$ cat src/rtl/alu_seq_pkg.sv
// Purpose: shared FSM state and operation encodings for the bit-serial ALU sequencer and its slice.
// Latency: n/a (types and constants only).
// Backpressure: n/a.
package alu_seq_pkg;

    // Sequencer control states
    typedef enum logic [1:0] {
        IDLE = 2'b00,
        RUN  = 2'b01,
        DONE = 2'b10
    } seq_state_t;

    // Operation select encodings shared with the 1-bit slice
    localparam logic [1:0] OP_AND = 2'b00;
    localparam logic [1:0] OP_OR  = 2'b01;
    localparam logic [1:0] OP_ADD = 2'b10;
    localparam logic [1:0] OP_XOR = 2'b11;

endpackage

$ cat src/rtl/ALU_1bit.sv
// Purpose: 1-bit ALU slice (AND/OR/ADD/XOR with optional B inversion), ripple carry out.
// Latency: purely combinational.
// Backpressure: none; result follows inputs.
module ALU_1bit
    import alu_seq_pkg::*;
(
    input  logic       a,
    input  logic       b,
    input  logic       binvert,
    input  logic       cin,
    input  logic [1:0] operation,
    output logic       result,
    output logic       cout
);

    logic b_eff;

    assign b_eff = b ^ binvert;

    // Full-adder carry is always produced; the sequencer decides when it matters
    assign cout = (a & b_eff) | (cin & (a ^ b_eff));

    // Operation mux
    always_comb begin
        result = 1'b0;
        case (operation)
            OP_AND:  result = a & b_eff;
            OP_OR:   result = a | b_eff;
            OP_ADD:  result = a ^ b_eff ^ cin;
            OP_XOR:  result = a ^ b_eff;
            default: result = 1'b0;
        endcase
    end

endmodule

$ cat src/rtl/alu_serial_sequencer.sv
// Purpose: bit-serial WIDTH-bit ALU, one bit per clock LSB first through a single ALU_1bit slice; optional Overflow output under `ALU_SEQ_OVF_EN.
// Latency: Done pulses WIDTH+1 cycles after the accepting Start (WIDTH RUN cycles, then one DONE cycle).
// Backpressure: Start is only accepted in IDLE; Start while Busy or during Done is dropped, not queued.
module alu_serial_sequencer
    import alu_seq_pkg::*;
#(
    parameter int WIDTH = 16
) (
    input  logic             Clock,
    input  logic             Reset,
    input  logic             Start,
    input  logic [WIDTH-1:0] A,
    input  logic [WIDTH-1:0] B,
    input  logic             BInvert,
    input  logic             CarryIn,
    input  logic [1:0]       Operation,
    output logic             Busy,
    output logic             Done,
    output logic [WIDTH-1:0] Result,
    output logic             Zero,
`ifdef ALU_SEQ_OVF_EN
    output logic             Carry,
    output logic             Overflow
`else
    output logic             Carry
`endif
);

    localparam int CW = (WIDTH > 1) ? $clog2(WIDTH) : 1;
    localparam logic [CW-1:0] LAST_BIT = CW'(WIDTH - 1);

    localparam logic [1:0] S_IDLE = IDLE;
    localparam logic [1:0] S_RUN  = RUN;
    localparam logic [1:0] S_DONE = DONE;

    logic [1:0]       state;
    logic [CW-1:0]    cnt;
    logic [WIDTH-1:0] a_sr;
    logic [WIDTH-1:0] b_sr;
    logic [WIDTH-2:0] res_sr;
    logic             binv_q;
    logic [1:0]       op_q;
    logic             carry_q;

    logic             slice_res;
    logic             slice_cout;
    logic             accept;
    logic             last_bit;
    logic [WIDTH-1:0] res_next;

    assign accept   = (state == S_IDLE) && Start;
    assign last_bit = (state == S_RUN) && (cnt == LAST_BIT);
    // New bit enters at the MSB; after WIDTH shifts bit 0 has reached the LSB
    assign res_next = {slice_res, res_sr};

    assign Busy = (state == S_RUN);
    assign Done = (state == S_DONE);

    ALU_1bit u_slice (
        .a         (a_sr[0]),
        .b         (b_sr[0]),
        .binvert   (binv_q),
        .cin       (carry_q),
        .operation (op_q),
        .result    (slice_res),
        .cout      (slice_cout)
    );

    // Control FSM and bit counter: IDLE -> RUN for WIDTH cycles -> DONE for one cycle -> IDLE
    always_ff @(posedge Clock or posedge Reset) begin
        if (Reset) begin
            state <= S_IDLE;
            cnt   <= '0;
        end else begin
            case (state)
                S_IDLE: begin
                    if (Start) begin
                        state <= S_RUN;
                        cnt   <= '0;
                    end
                end
                S_RUN: begin
                    cnt <= cnt + CW'(1);
                    if (cnt == LAST_BIT) begin
                        state <= S_DONE;
                    end
                end
                S_DONE: begin
                    state <= S_IDLE;
                end
                default: begin
                    state <= S_IDLE;
                end
            endcase
        end
    end

    // Operand latch on accept, then shift one bit per RUN cycle with the carry held in a flop
    always_ff @(posedge Clock or posedge Reset) begin
        if (Reset) begin
            a_sr    <= '0;
            b_sr    <= '0;
            res_sr  <= '0;
            binv_q  <= 1'b0;
            op_q    <= OP_AND;
            carry_q <= 1'b0;
        end else if (accept) begin
            a_sr    <= A;
            b_sr    <= B;
            res_sr  <= '0;
            binv_q  <= BInvert;
            op_q    <= Operation;
            carry_q <= CarryIn;
        end else if (state == S_RUN) begin
            a_sr    <= {1'b0, a_sr[WIDTH-1:1]};
            b_sr    <= {1'b0, b_sr[WIDTH-1:1]};
            res_sr  <= res_next[WIDTH-1:1];
            carry_q <= slice_cout;
        end
    end

    // Visible result and flags change only on the final RUN edge and hold until the next completion
    always_ff @(posedge Clock or posedge Reset) begin
        if (Reset) begin
            Result   <= '0;
            Zero     <= 1'b0;
            Carry    <= 1'b0;
`ifdef ALU_SEQ_OVF_EN
            Overflow <= 1'b0;
`endif
        end else if (last_bit) begin
            Result   <= res_next;
            Zero     <= (res_next == '0);
            Carry    <= (op_q == OP_ADD) && slice_cout;
`ifdef ALU_SEQ_OVF_EN
            // carry_q is the carry into the MSB, slice_cout the carry out of it
            Overflow <= (op_q == OP_ADD) && (carry_q ^ slice_cout);
`endif
        end
    end

endmodule

$ cat config.mk
export PLATFORM = sky130hd
export DESIGN_NAME = alu_serial_sequencer
export DESIGN_NICKNAME = d
export VERILOG_FILES = /design/src/rtl/alu_seq_pkg.sv /design/src/rtl/ALU_1bit.sv /design/src/rtl/alu_serial_sequencer.sv
export SDC_FILE = /design/constraint.sdc
export NUM_CORES = 1
export LEC_CHECK = 0
export ABC_AREA = 1
export CAP_MARGIN = 40
export CORE_MARGIN = 2
export CORE_UTILIZATION = 40
export DETAILED_ROUTE_END_ITERATION = 6
export GPL_ROUTABILITY_DRIVEN = 1
export HOLD_SLACK_MARGIN = 0.1
export PLACE_DENSITY = 0.62
export SLEW_MARGIN = 20
export SYNTH_ARGS = -nofsm -noshare
export SYNTH_HDL_FRONTEND = slang
export SYNTH_SLANG_ARGS = --single-unit
$ cat constraint.sdc
create_clock -name Clock -period 4.37 [get_ports Clock]
set_clock_uncertainty 0.2 [all_clocks]
set_input_delay 0.437 -clock Clock [delete_from_list [all_inputs] [get_ports Clock]]
set_output_delay 0.437 -clock Clock [all_outputs]
set_load 0.005 [all_outputs]
# --- Word level (Yosys, flattened, before mapping) ---
# Cells that the tools add are included.
totals:
  ff_bits: 75
  inputBits: 39
  out_inout_bits: 20
  word_cells: 51
op_classes:
  n_mux: 14
  addsub: 1
  n_eq_ne: 8
  reduce_logical: 10
  bitwise: 7
op_table:
  columns: ["op", "count"]
  rows:
  - ["two-way mux 16 bit", 4]
  - ["two-way mux 15 bit", 2]
  - ["zero test 16 bit", 1]
  - ["one-hot mux 4 bit (2 select lines)", 1]
  - ["equality test 2 bit, second input constant", 3]
  - ["adder 4 x 1 -> 4 bit, second input constant", 1]
  - ["equality test 2 x 1 -> 1 bit, second input constant", 2]
  - ["equality test 4 bit, second input constant", 1]
  - ["zero test 2 bit", 2]
  - ["two-way mux 2 bit", 2]
  - ["two-way mux 4 bit", 1]
  - ["one-hot mux 1 bit (4 select lines)", 1]
  - ["one-hot mux 2 bit (2 select lines)", 1]
  - ["AND reduction 2 bit", 2]
  - ["nonzero test 2 bit", 2]
  - ["logical AND 1 bit", 3]
  - ["XOR 1 bit", 3]
  - ["bitwise AND 1 bit", 2]
  - ["two-way mux 1 bit", 2]
  - ["inequality test 2 x 1 -> 1 bit, second input constant", 1]
  - ["inequality test 2 bit, second input constant", 1]
  - ["bitwise OR 1 bit", 2]

# --- Longest topological paths before layout ---
# Gate-level depths: netlist of run 1.
depth:
  ltp_word: 6
  depth_mapped: 9

# --- By module ---
# Synthesis of run 1 repeated with hierarchy kept, for this count alone.
unflattened:
  hier_cells: 361
  hier_area_um2: 3226.8
by_module_without_submodules:
  columns: ["mod", "area_each_um2", "cells_per_inst", "n_inst"]
  rows:
  - ["alu_serial_sequencer", 3118.0, 343, 1]
  - ["ALU_1bit", 108.9, 18, 1]

# --- Worst setup path before layout of run 1 ---
# Ideal clock, no wire load.
synth_timing:
  path_kind: "register -> register"
  from: "register binv_q"
  to: "register Zero"
  t_arrival_ns: 1.503
  setup_ns: 0.124
  required_ns: 4.046
  slack_ns: 2.543
  stages_incl_launch_ff: 7
  path_buffers: 0
  synth_period_minus_slack_ns: 1.827
  path_cell_list: "dfrtp_1 -> xnor2_1 -> fa_1 -> a21oi_1 -> nor2_1 -> nor2_1 -> o21bai_2"
synth_via:
  elab_chain_cells: 5
synth_lines:
  columns: ["element", "line", "source"]
  rows:
  - ["start: declaration", "alu_serial_sequencer.sv:41", "logic binv_q;"]
  - ["start signal: assignment", "alu_serial_sequencer.sv:111", "binv_q <= BInvert;"]
  - ["XOR 1 bit (*)", "ALU_1bit.sv:18", "assign b_eff = b ^ binvert;"]
  - ["XOR 1 bit", "ALU_1bit.sv:29, ALU_1bit.sv:30", null]
  - ["XOR 1 bit", "ALU_1bit.sv:29", "OP_ADD: result = a ^ b_eff ^ cin;"]
  - ["one-hot mux 1 bit (4 select lines) (*)", "ALU_1bit.sv:26", "case (operation)"]
  - ["zero test 16 bit (*)", "alu_serial_sequencer.sv:133", "Zero <= (res_next == '0);"]
  - ["end signal: assignment", "alu_serial_sequencer.sv:133", null]
  - ["end: declaration", "alu_serial_sequencer.sv:20", "output logic Zero,"]
# Mark *: on every way between the ends. The rest lies on a longest branch, timed or not.
# A chain may end at the register's enable or synchronous reset.

# --- Final worst setup path of run 1 ---
layout_timing:
  from: "register state[1]"
  to: "output port Busy"
layout_via:
  elab_chain_cells: 1
layout_lines:
  columns: ["element", "line", "source"]
  rows:
  - ["start: declaration", "alu_serial_sequencer.sv:36", "logic [1:0] state;"]
  - ["start signal: assignment", "alu_serial_sequencer.sv:72", "state <= S_IDLE;"]
  - ["start signal: assignment", "alu_serial_sequencer.sv:78", "state <= S_RUN;"]
  - ["start signal: assignment", "alu_serial_sequencer.sv:85", "state <= S_DONE;"]
  - ["equality test 2 x 1 -> 1 bit", "alu_serial_sequencer.sv:56", "assign Busy = (state == S_RUN);"]
  - ["end: declaration", "alu_serial_sequencer.sv:17", "output logic Busy,"]
# No other way between the ends.

==> run metrics, run 1 <==
largest net degree at the start of global routing=42; Worst Setup Slack, final=between 1500 and 2000 ps; Via Count=about 2500; Post-synth EDFFs=0; I/O Pins=59; Worst-Margin Slew=708 ps; Wirelength per Cell=13.1 um; outcome=completed; slowest stage cell on the critical path=clkdlybuf4s50_1; fmax=371 MHz; share of layout cells above drive strength 1=0.0728; ys async rst share=1.00; PwrDens=661 nW/um2; clock transition at the registers of the reported paths=80 ps; Rel. slew slack=0.527; n_diodes=0; RSZ-0062 raised after global routing=false; worst hold path type=reg2reg; sequential-to-total area share from yosys stat=0.583; vias in the first global route=2567; hpwl dp=4.37 mm; setup bufs post-CTS=0; CTS Buf Count=9; clock sinks=75; first-pass GRT wire length=11.7 mm; crit end category=output pin; Initial DRC Count=114; cells after synthesis=351; worst skew pair latency=roughly 350 ps; initial antenna violation count=0; CTS Root Cell=clkbuf_8; placement row count=32; CP Data Required Time=3730 ps; MaxCap Viol Count=0; Residual DRC=0; Hold Buf Count CTS=0; Synth warnings=0; H-tree Lvls=3; Port Buffers=58; Synth Net Count=394; TritonCTS clock tree=done; post-CTS sizing=0; pre-CTS setup slack=1960 ps; routability cong.=0.738; Max Buffers Root-to-Sink=2; synth unique cells=27; via/cell ratio=4.88; Final Max Slew Viols=0; Die H=93.7 um; top_reg_cell synth=dfrtp_1; Final setup viols=0; placed cells=497; register bit total from synthesis=75; VDD IR max=roughly 300 uV; setup TNS=0 ps; grt total ovfl=0; Worst EP arrival=2060 ps; Core ar.=7770 um2; Critical Path Start Type=register; antenna viol nets, final=0; critical path's largest stage delay=580 ps; Max FO, Critical Path=22; Netlist Area Pre-Place=3220 um2; Tot GR Track Use=0.171; period utilisation layout=0.617; final wirelength=6.74 mm; Pleak=1.80 nW; initial core utilization=0.414; 1st-pass router iterations=4; Final Hold Fails=0; Buf/Inv on CP=3; CP Cell Sequence=inv_2 -> nand2_2 -> inv_2 -> clkdlybuf4s50_1; Critical Path Most Common Cell=inv_2; Die X=93.7 um; Crit Path Category=reg2out; delay-heaviest family, CP=buffers and inverters; Final min period=2700 ps; Final Net Count=450; Post-Layout Cell Count=around 500; Area Overhead vs Synth=27.2%; Die ar.=8780 um2; Post-Syn Area per Cell=9.16 um2
-- stage by stage --
step	instance area, um2	hold WS (ps)	total power [mW]	util
final	4090	284	2.71	0.527
after CTS	4080	288	2.73	0.525
after global routing	4090	307	2.92	0.527
after floorplan	3220	249	1.76	-
after global placement	3850	264	2.10	0.496
after detailed placement	3850	269	2.12	0.496
-- cell families after synthesis --
group	synth area share
XOR/XNOR	0.00817
adder cells (fa/ha/maj)	0.0179
buffers and inverters	0.0790
AO/OA/AOI/OAI	0.132
AND/OR/NAND/NOR	0.180
flip-flops	0.583
-- worst reg2reg max path: cells and delay by family, from the launching register on --
family	cells	cell delay (ps)
compound gates	1	250
simple gates	2	930
flops	1	380
buf+inv	2	400
-- flip-flops by register name, indices dropped and copies added, names as in the netlist --
name / flops
res_sr: 15
state: 2
Carry: 1
carry_q: 1
cnt: 4
op_q: 2
binv_q: 1
Zero: 1
Result: 16
b_sr: 16
a_sr: 16
-- layout by cell type (no fill, tap or decap), types with 4 or more instances in the layout --
cell,synthesis,layout
o221ai_1,9,9
o211ai_1,15,15
o21ai_0,19,19
inv_1,39,38
dfrtp_1,75,75
clkdlybuf4s50_1,0,58
clkbuf_8,0,11
nand2_1,113,113
nor2_1,16,15
o22ai_1,14,14
inv_2,3,4
nand3_1,9,9
-- where the power goes --
| part | total, mW | leakage [nW] | internal, mW | switching (mW) |
|---|---|---|---|---|
| Combinational | 0.946 | 0.752 | 0.443 | 0.503 |
| Clock | 0.603 | 0.113 | 0.352 | 0.251 |
| Sequential | 1.16 | 0.940 | 0.989 | 0.169 |
-- cells in the mapped netlist (2+ instances only) --
master	number	share of area
inv_2	3	0.0035
nand3_2	2	0.0062
o21ai_0	19	0.030
nor2_1	16	0.019
nand2_1	113	0.13
buf_4	4	0.0093
o22ai_1	14	0.027
nand2_2	2	0.0039
xnor2_1	2	0.0054
nor3_1	2	0.0031
o21ai_1	3	0.0047
clkbuf_1	3	0.0035
buf_2	8	0.012
a21oi_1	3	0.0047
o211ai_1	15	0.035
inv_1	39	0.046
ha_1	3	0.012
o221ai_1	9	0.025
dfrtp_1	75	0.58
nand3_1	9	0.014
-- routing by layer --
metal	vias to the layer above	track usage	part of all wire
met5	-	0	0
met3	9	0.0281	0.035
met1	1200	0.235	0.50
met4	0	0.0870	0.020
met2	48	0.263	0.45
li1	1252	-	-
-- path summary, 6_finish.rpt --
check | startpoint | end | slack (ps) | depth (start not counted)
setup / recovery | state[1] | Busy | 1670 | 4
hold / removal | res_sr[12] | Result[12] | 280 | 2
setup reg to reg | state[1] | cnt[1] | 2100 | 5
hold reg to reg | res_sr[12] | Result[12] | 280 | 2
max in group asynchronous | Reset | cnt[3] | 2670 | 3
min in group asynchronous | Reset | res_sr[8] | 320 | 2
-- final cells by class --
type | count | area [um2]
Fill cell | 745 | 3670
Sequential cell | 75 | 1880
Multi-Input combinational cell | 217 | 1090
Timing Repair Buffer | 62 | 614
Inverter | 42 | 158
Clock buffer | 12 | 155
Tap cell | 102 | 128
Clock inverter | 4 | 72.6
Power figures use the tool's default switching activity.
==> inputs of run 2 (changes only) <==
==> constraint.sdc (replaced) <==
create_clock -name Clock -period 2.59 [get_ports Clock]
set_clock_uncertainty 0.2 [all_clocks]
set_input_delay 0.259 -clock Clock [delete_from_list [all_inputs] [get_ports Clock]]
set_output_delay 0.259 -clock Clock [all_outputs]
set_load 0.005 [all_outputs]
==> run 2 against run 1 <==
Compared with the run above:
- sequential power is 68% higher
- sequential share of layout area down 0.92 points
- hold slack worse by 28 ps
- die area is the same
- via count did not move
- combinational power increased by 74%
- non-clock buffer count up 8
- register-to-register slack lost 1500 ps
- count of clock-buffer cells in the layout unchanged
- critical endpoint is now res_sr[14]
==> run metrics, run 2 (same netlist as run 1, synthesis figures left out) <==
H-tree Lvls=3 (unchanged); routability cong.=0.739 (+0.11%); TritonCTS clock tree=done; Final Max Slew Viols=0 (unchanged); Port Buffers=58 (unchanged); largest net degree at the start of global routing=39 (-7.1%); share of layout cells above drive strength 1=0.0881 (+0.0153); initial antenna violation count=0 (unchanged); hpwl dp=4.78 mm (+9.4%); post-CTS sizing=0 (unchanged); MaxCap Viol Count=0 (unchanged); Fin Hold WS=256 ps (-27.7 ps); Worst Setup Slack, final=602 ps (-1070 ps); setup TNS=0 ps (unchanged); CTS Root Cell=clkbuf_8; Worst-Margin Slew=475 ps (-233 ps); first-pass GRT wire length=11.7 mm (+0.54%); Final min period=1990 ps; vias in the first global route=2508 (-2.3%); 1st-pass router iterations=4 (unchanged); Final setup viols=0 (unchanged); worst skew pair latency=340 ps (about the same); worst hold path type=in2reg; post-layout power=4.62 mW (+71%); Post-Layout Cell Count=522 (+1.6%); Die H=93.7 um (unchanged); Residual DRC=0 (unchanged); Crit Path Category=reg2reg; fmax=503 MHz; pre-CTS setup slack=623 ps (-1340 ps); placed cells=505 (+1.6%); clock transition at the registers of the reported paths=80 ps (about the same); via/cell ratio=4.81 (-1.5%); Die X=93.7 um (unchanged); clock sinks=75 (unchanged); Final Net Count=458 (+1.8%); Final Hold Fails=0 (unchanged); Die ar.=8780 um2 (unchanged); VDD IR max=502 uV (+64%); CP Data Required Time=2650 ps (-1080 ps); largest registers=Result x16, a_sr x16, b_sr x16; most used cells in the layout excluding fill and tap cells=nand2_1, dfrtp_1, clkdlybuf4s50_1; Critical Path Start Type=register; grt met2 use=0.282 (+0.0192); outcome=completed; GRT met3 Usage=0.0474 (+0.0193); Core ar.=7770 um2 (unchanged); final wirelength=6.92 mm (+2.7%); Tot GR Track Use=0.174 (+0.00250); antenna viol nets, final=0 (unchanged); global routing's busiest layer=met2; Worst EP arrival=2050 ps (about the same); placement row count=32 (unchanged); PwrDens=1110 nW/um2 (+67%); Area Overhead vs Synth=29.8%; Initial DRC Count=76 (-33%); crit end category=register; Max FO, Critical Path=3 (-86%); CTS Buf Count=9 (unchanged); Wirelength per Cell=13.3 um (+1.1%); Max Buffers Root-to-Sink=2 (unchanged); Via Count=2509 (unchanged); n_diodes=0 (unchanged); grt total ovfl=0 (unchanged); RSZ-0062 raised after global routing=false; Pleak=1.85 nW (+2.5%); initial core utilization=0.414 (unchanged); Rel. slew slack=0.683 (+0.156); met1 Use GR=0.231 (-0.00460); commonest non-fill, non-tap cell in the layout=nand2_1; period utilisation layout=0.767; I/O Pins=59 (unchanged)
[run 2: changes by cell type in the layout (fill, tap and decap cells not counted)]
cell           delta
dlygate4sd3_1     +1
buf_4             +6
buf_12            +2
buf_6             -1
[run 2: final cells by class]
class | count | area, um2
tap | 102 | 128
clock inverter | 4 | 72.6
multi-input combinational | 217 | 1090
timing repair buffer | 70 | 698
sequential | 75 | 1880
fill | 733 | 3590
clock buffer | 12 | 155
inverter | 42 | 158
[run 2: through the flow]
step	cell area, um2	util
5_1_grt	4180	0.538
6_report	4180	0.538
3_5_place_dp	3940	0.507
3_3_place_gp	3940	0.507
4_1_cts	4180	0.538
2_1_floorplan	3220	-
[run 2: what timing repair did]
item                                   in CTS  in global routing
hold buffers                                1                  0
endpoints found under the hold margin      18                  0
buffers inserted                            0                  0
[run 2: layer usage]
metal | part of all wire | routed length (um) | vias up
li1 | - | - | 1263
met1 | 0.48 | 3340 | 1201
met2 | 0.47 | 3290 | 41
met3 | 0.030 | 210 | 4
met4 | 0.012 | 82 | 0
met5 | 0 | 0 | -
[run 2: where the power goes]
group	internal [mW]	switching, mW	leakage (nW)	total (mW)
Combinational	0.786	0.868	0.797	1.65
Clock	0.594	0.421	0.113	1.02
Sequential	1.67	0.282	0.940	1.95
Total	3.05	1.57	1.85	4.62
[run 2: critical path: stages, from the launching register on]
cell	delay (ps)
dfrtp_1	400
xnor2_1	290
fa_1	470
a21oi_1	150
nor2_1	60
nor2_1	190
nand2_1	70
o21ai_1	90
[run 2: path summary, 6_finish.rpt]
| path | start | endpoint | slack (ps) | depth (start not counted) |
|---|---|---|---|---|
| max | binv_q | res_sr[14] | 600 | 7 |
| min | Operation[0] | op_q[0] | 260 | 3 |
| min reg2reg | res_sr[12] | Result[12] | 280 | 2 |
| max reg2reg | binv_q | res_sr[14] | 600 | 7 |
| max in group asynchronous | Reset | Result[1] | 1020 | 4 |
| min in group asynchronous | Reset | b_sr[10] | 620 | 3 |
==> inputs of run 3 (changes only) <==
--- a/config.mk
+++ b/config.mk
@@ -12,7 +12,7 @@
 export DETAILED_ROUTE_END_ITERATION = 6
 export GPL_ROUTABILITY_DRIVEN = 1
 export HOLD_SLACK_MARGIN = 0.1
-export PLACE_DENSITY = 0.62
+export PLACE_DENSITY = 0.64
 export SLEW_MARGIN = 20
 export SYNTH_ARGS = -nofsm -noshare
 export SYNTH_HDL_FRONTEND = slang
==> constraint.sdc (replaced) <==
create_clock -name Clock -period 1.8 [get_ports Clock]
set_clock_uncertainty 0.2 [all_clocks]
set_input_delay 0.18 -clock Clock [delete_from_list [all_inputs] [get_ports Clock]]
set_output_delay 0.18 -clock Clock [all_outputs]
set_load 0.005 [all_outputs]
==> run 3 against run 2 <==
Compared with the run above:
- die area unchanged
- via count up 0.92%
- power up 47%
- combinational power up 50%
- sequential share of layout area down 0.68 points
- fmax up 11%
- final cell count up 0.38%
- routed wire length down 1.1%
- sequential power up 44%
- clock power up 47%
- register-to-register slack worse by 590 ps
- largest cell class unchanged
==> run metrics, run 3 (same netlist as run 1, synthesis figures left out) <==
outcome=completed; routability cong.=0.775 (+4.9%); pre-CTS setup slack=-41.3 ps (-664 ps); placed cell area=3990 um2 (+1.4%); n_diodes=0 (unchanged); antenna viol nets, final=0 (unchanged); Via Count=2532 (+0.92%); Max FO, Critical Path=3 (unchanged); largest registers=Result x16, a_sr x16, b_sr x16; fmax=561 MHz (+11%); Final Net Count=462 (+0.87%); RSZ-0062 raised after global routing=true; Final Hold Fails=0 (unchanged); critical path's largest stage delay=430 ps (-40 ps); Final min period=1780 ps (-205 ps); slowest stage cell on the critical path=fa_1; CP Data Required Time=1860 ps (-790 ps); post-route cell area=4240 um2 (+1.5%); clock transition at the registers of the reported paths=80 ps (about the same); Residual DRC=0 (unchanged); Initial DRC Count=153 (+100%); Tot GR Track Use=0.174 (+0.000323); worst skew pair latency=350 ps (about the same); Port Buffers=58 (unchanged); first-pass GRT wire length=11.9 mm (+1.1%); Crit Path Category=reg2reg; hpwl dp=4.74 mm (-0.76%); worst hold path type=in2reg; initial core utilization=0.414 (unchanged); Max Buffers Root-to-Sink=2 (unchanged); setup bufs post-CTS=0 (unchanged); MaxCap Viol Count=0 (unchanged); Die H=93.7 um (unchanged); Worst Setup Slack, final=17.0 ps (-585 ps); CTS Buf Count=9 (unchanged); period utilisation layout=0.991 (+0.223); PwrDens=1600 nW/um2 (+45%); commonest non-fill, non-tap cell in the layout=nand2_1; Worst EP arrival=1850 ps (-200 ps); Die ar.=8780 um2 (unchanged); crit end category=register; Rel. slew slack=0.760 (+0.0773); final wirelength=6.85 mm (-1.1%); Pleak=1.88 nW (+1.7%); via/cell ratio=4.83 (+0.53%); Final Max Slew Viols=0 (unchanged); vias in the first global route=2519 (+0.44%); most used cells in the layout excluding fill and tap cells=nand2_1, dfrtp_1, clkdlybuf4s50_1; Area Overhead vs Synth=31.8%; Final setup viols=0 (unchanged); Wirelength per Cell=13.1 um (-1.4%); Critical Path Start Type=register; initial antenna violation count=0 (unchanged); Filler cells=718 (-2.0%); CTS Root Cell=clkbuf_8; grt total ovfl=0 (unchanged); post-layout power=6.78 mW (+47%); TritonCTS clock tree=done; Core ar.=7770 um2 (unchanged); I/O Pins=59 (unchanged); largest net degree at the start of global routing=39 (unchanged); 1st-pass router iterations=4 (unchanged); placement row count=32 (unchanged); Die X=93.7 um (unchanged); clock sinks=75 (unchanged); share of layout cells above drive strength 1=0.0995 (+0.0114); VDD IR max=699 uV (+39%); H-tree Lvls=3 (unchanged); Fin Hold WS=175 ps (-80.9 ps); CP Cell Sequence=xnor2_2 -> fa_1 -> a21oi_1 -> nor2_1 -> nor2_2 -> nand2_1 -> o21ai_1; Worst-Margin Slew=359 ps (-116 ps)
## run 3: cell count changes in the layout (fill, tap and decap cells not counted), sizes merged
cell | before | now
dlygate4sd2 | 0 | 2
buf | 11 | 15
clkdlybuf4s50 | 58 | 56
inv | 42 | 41
clkbuf | 12 | 9
bufinv | 2 | 3
clkinv | 1 | 2
## run 3: repair_timing
item / in CTS / in global routing
pin swaps: 1 / 0
gates resized for setup: 4 / 1
hold buffers: 1 / 0
gates cloned: 0 / 0
hold endpoints to repair: 12 / 0
endpoints found under the setup margin: 4 / 4
## run 3: through the flow
stage / cells / TNS [ps] / utilization
detailed placement: 509 / -94.9 / 0.514
global placement: 509 / -30.0 / 0.514
finish: 524 / 0 / 0.546
CTS: 524 / 0 / 0.545
global route: 524 / -190 / 0.546
floorplan: 351 / 0 / -
## run 3: per-layer routing
metal / wire, um / up-vias / part of all wire / GRT usage
li1: - / 1270 / - / -
met2: 3140 / 51 / 0.46 / 0.270
met3: 309 / 7 / 0.045 / 0.0449
met1: 3300 / 1204 / 0.48 / 0.242
met4: 90 / 0 / 0.013 / 0.0519
met5: 0 / - / 0 / 0
## run 3: worst max-delay path: cells and delay by family, from the launching register on
kind | cells | cell delay (ps)
AO/OA/AOI/OAI | 2 | 220
adder cells (fa/ha/maj) | 1 | 430
flip-flops | 1 | 410
AND/OR/NAND/NOR | 3 | 260
XOR/XNOR | 1 | 200
## run 3: power by group
| group | leakage [nW] | switching (mW) | total, mW | internal (mW) |
|---|---|---|---|---|
| logic | 0.826 | 1.26 | 2.47 | 1.21 |
| clock network | 0.115 | 0.593 | 1.50 | 0.906 |
| registers | 0.940 | 0.407 | 2.81 | 2.40 |
| total | 1.88 | 2.26 | 6.78 | 4.51 |
## run 3: final cells by class
cell class	count	area [um2]	share of cell area
clock buffers	9	124	0.0292
clock inverters	5	104	0.0245
inverters	42	161	0.0381
multi-input cells	217	1110	0.261
flip-flops and latches	75	1880	0.443
well taps	102	128	0.0301
repair buffers	74	738	0.174
## run 3: final timing paths
path,slack (ps),depth (start not counted),startpoint,to
max in group asynchronous,410,4,Reset,b_sr[6]
worst min-delay path,180,3,Operation[0],op_q[0]
worst max register to register,20,7,b_sr[0],res_sr[14]
worst max-delay path,20,7,b_sr[0],res_sr[14]
worst min register to register,290,2,res_sr[12],Result[12]
min in group asynchronous,510,3,Reset,op_q[1]
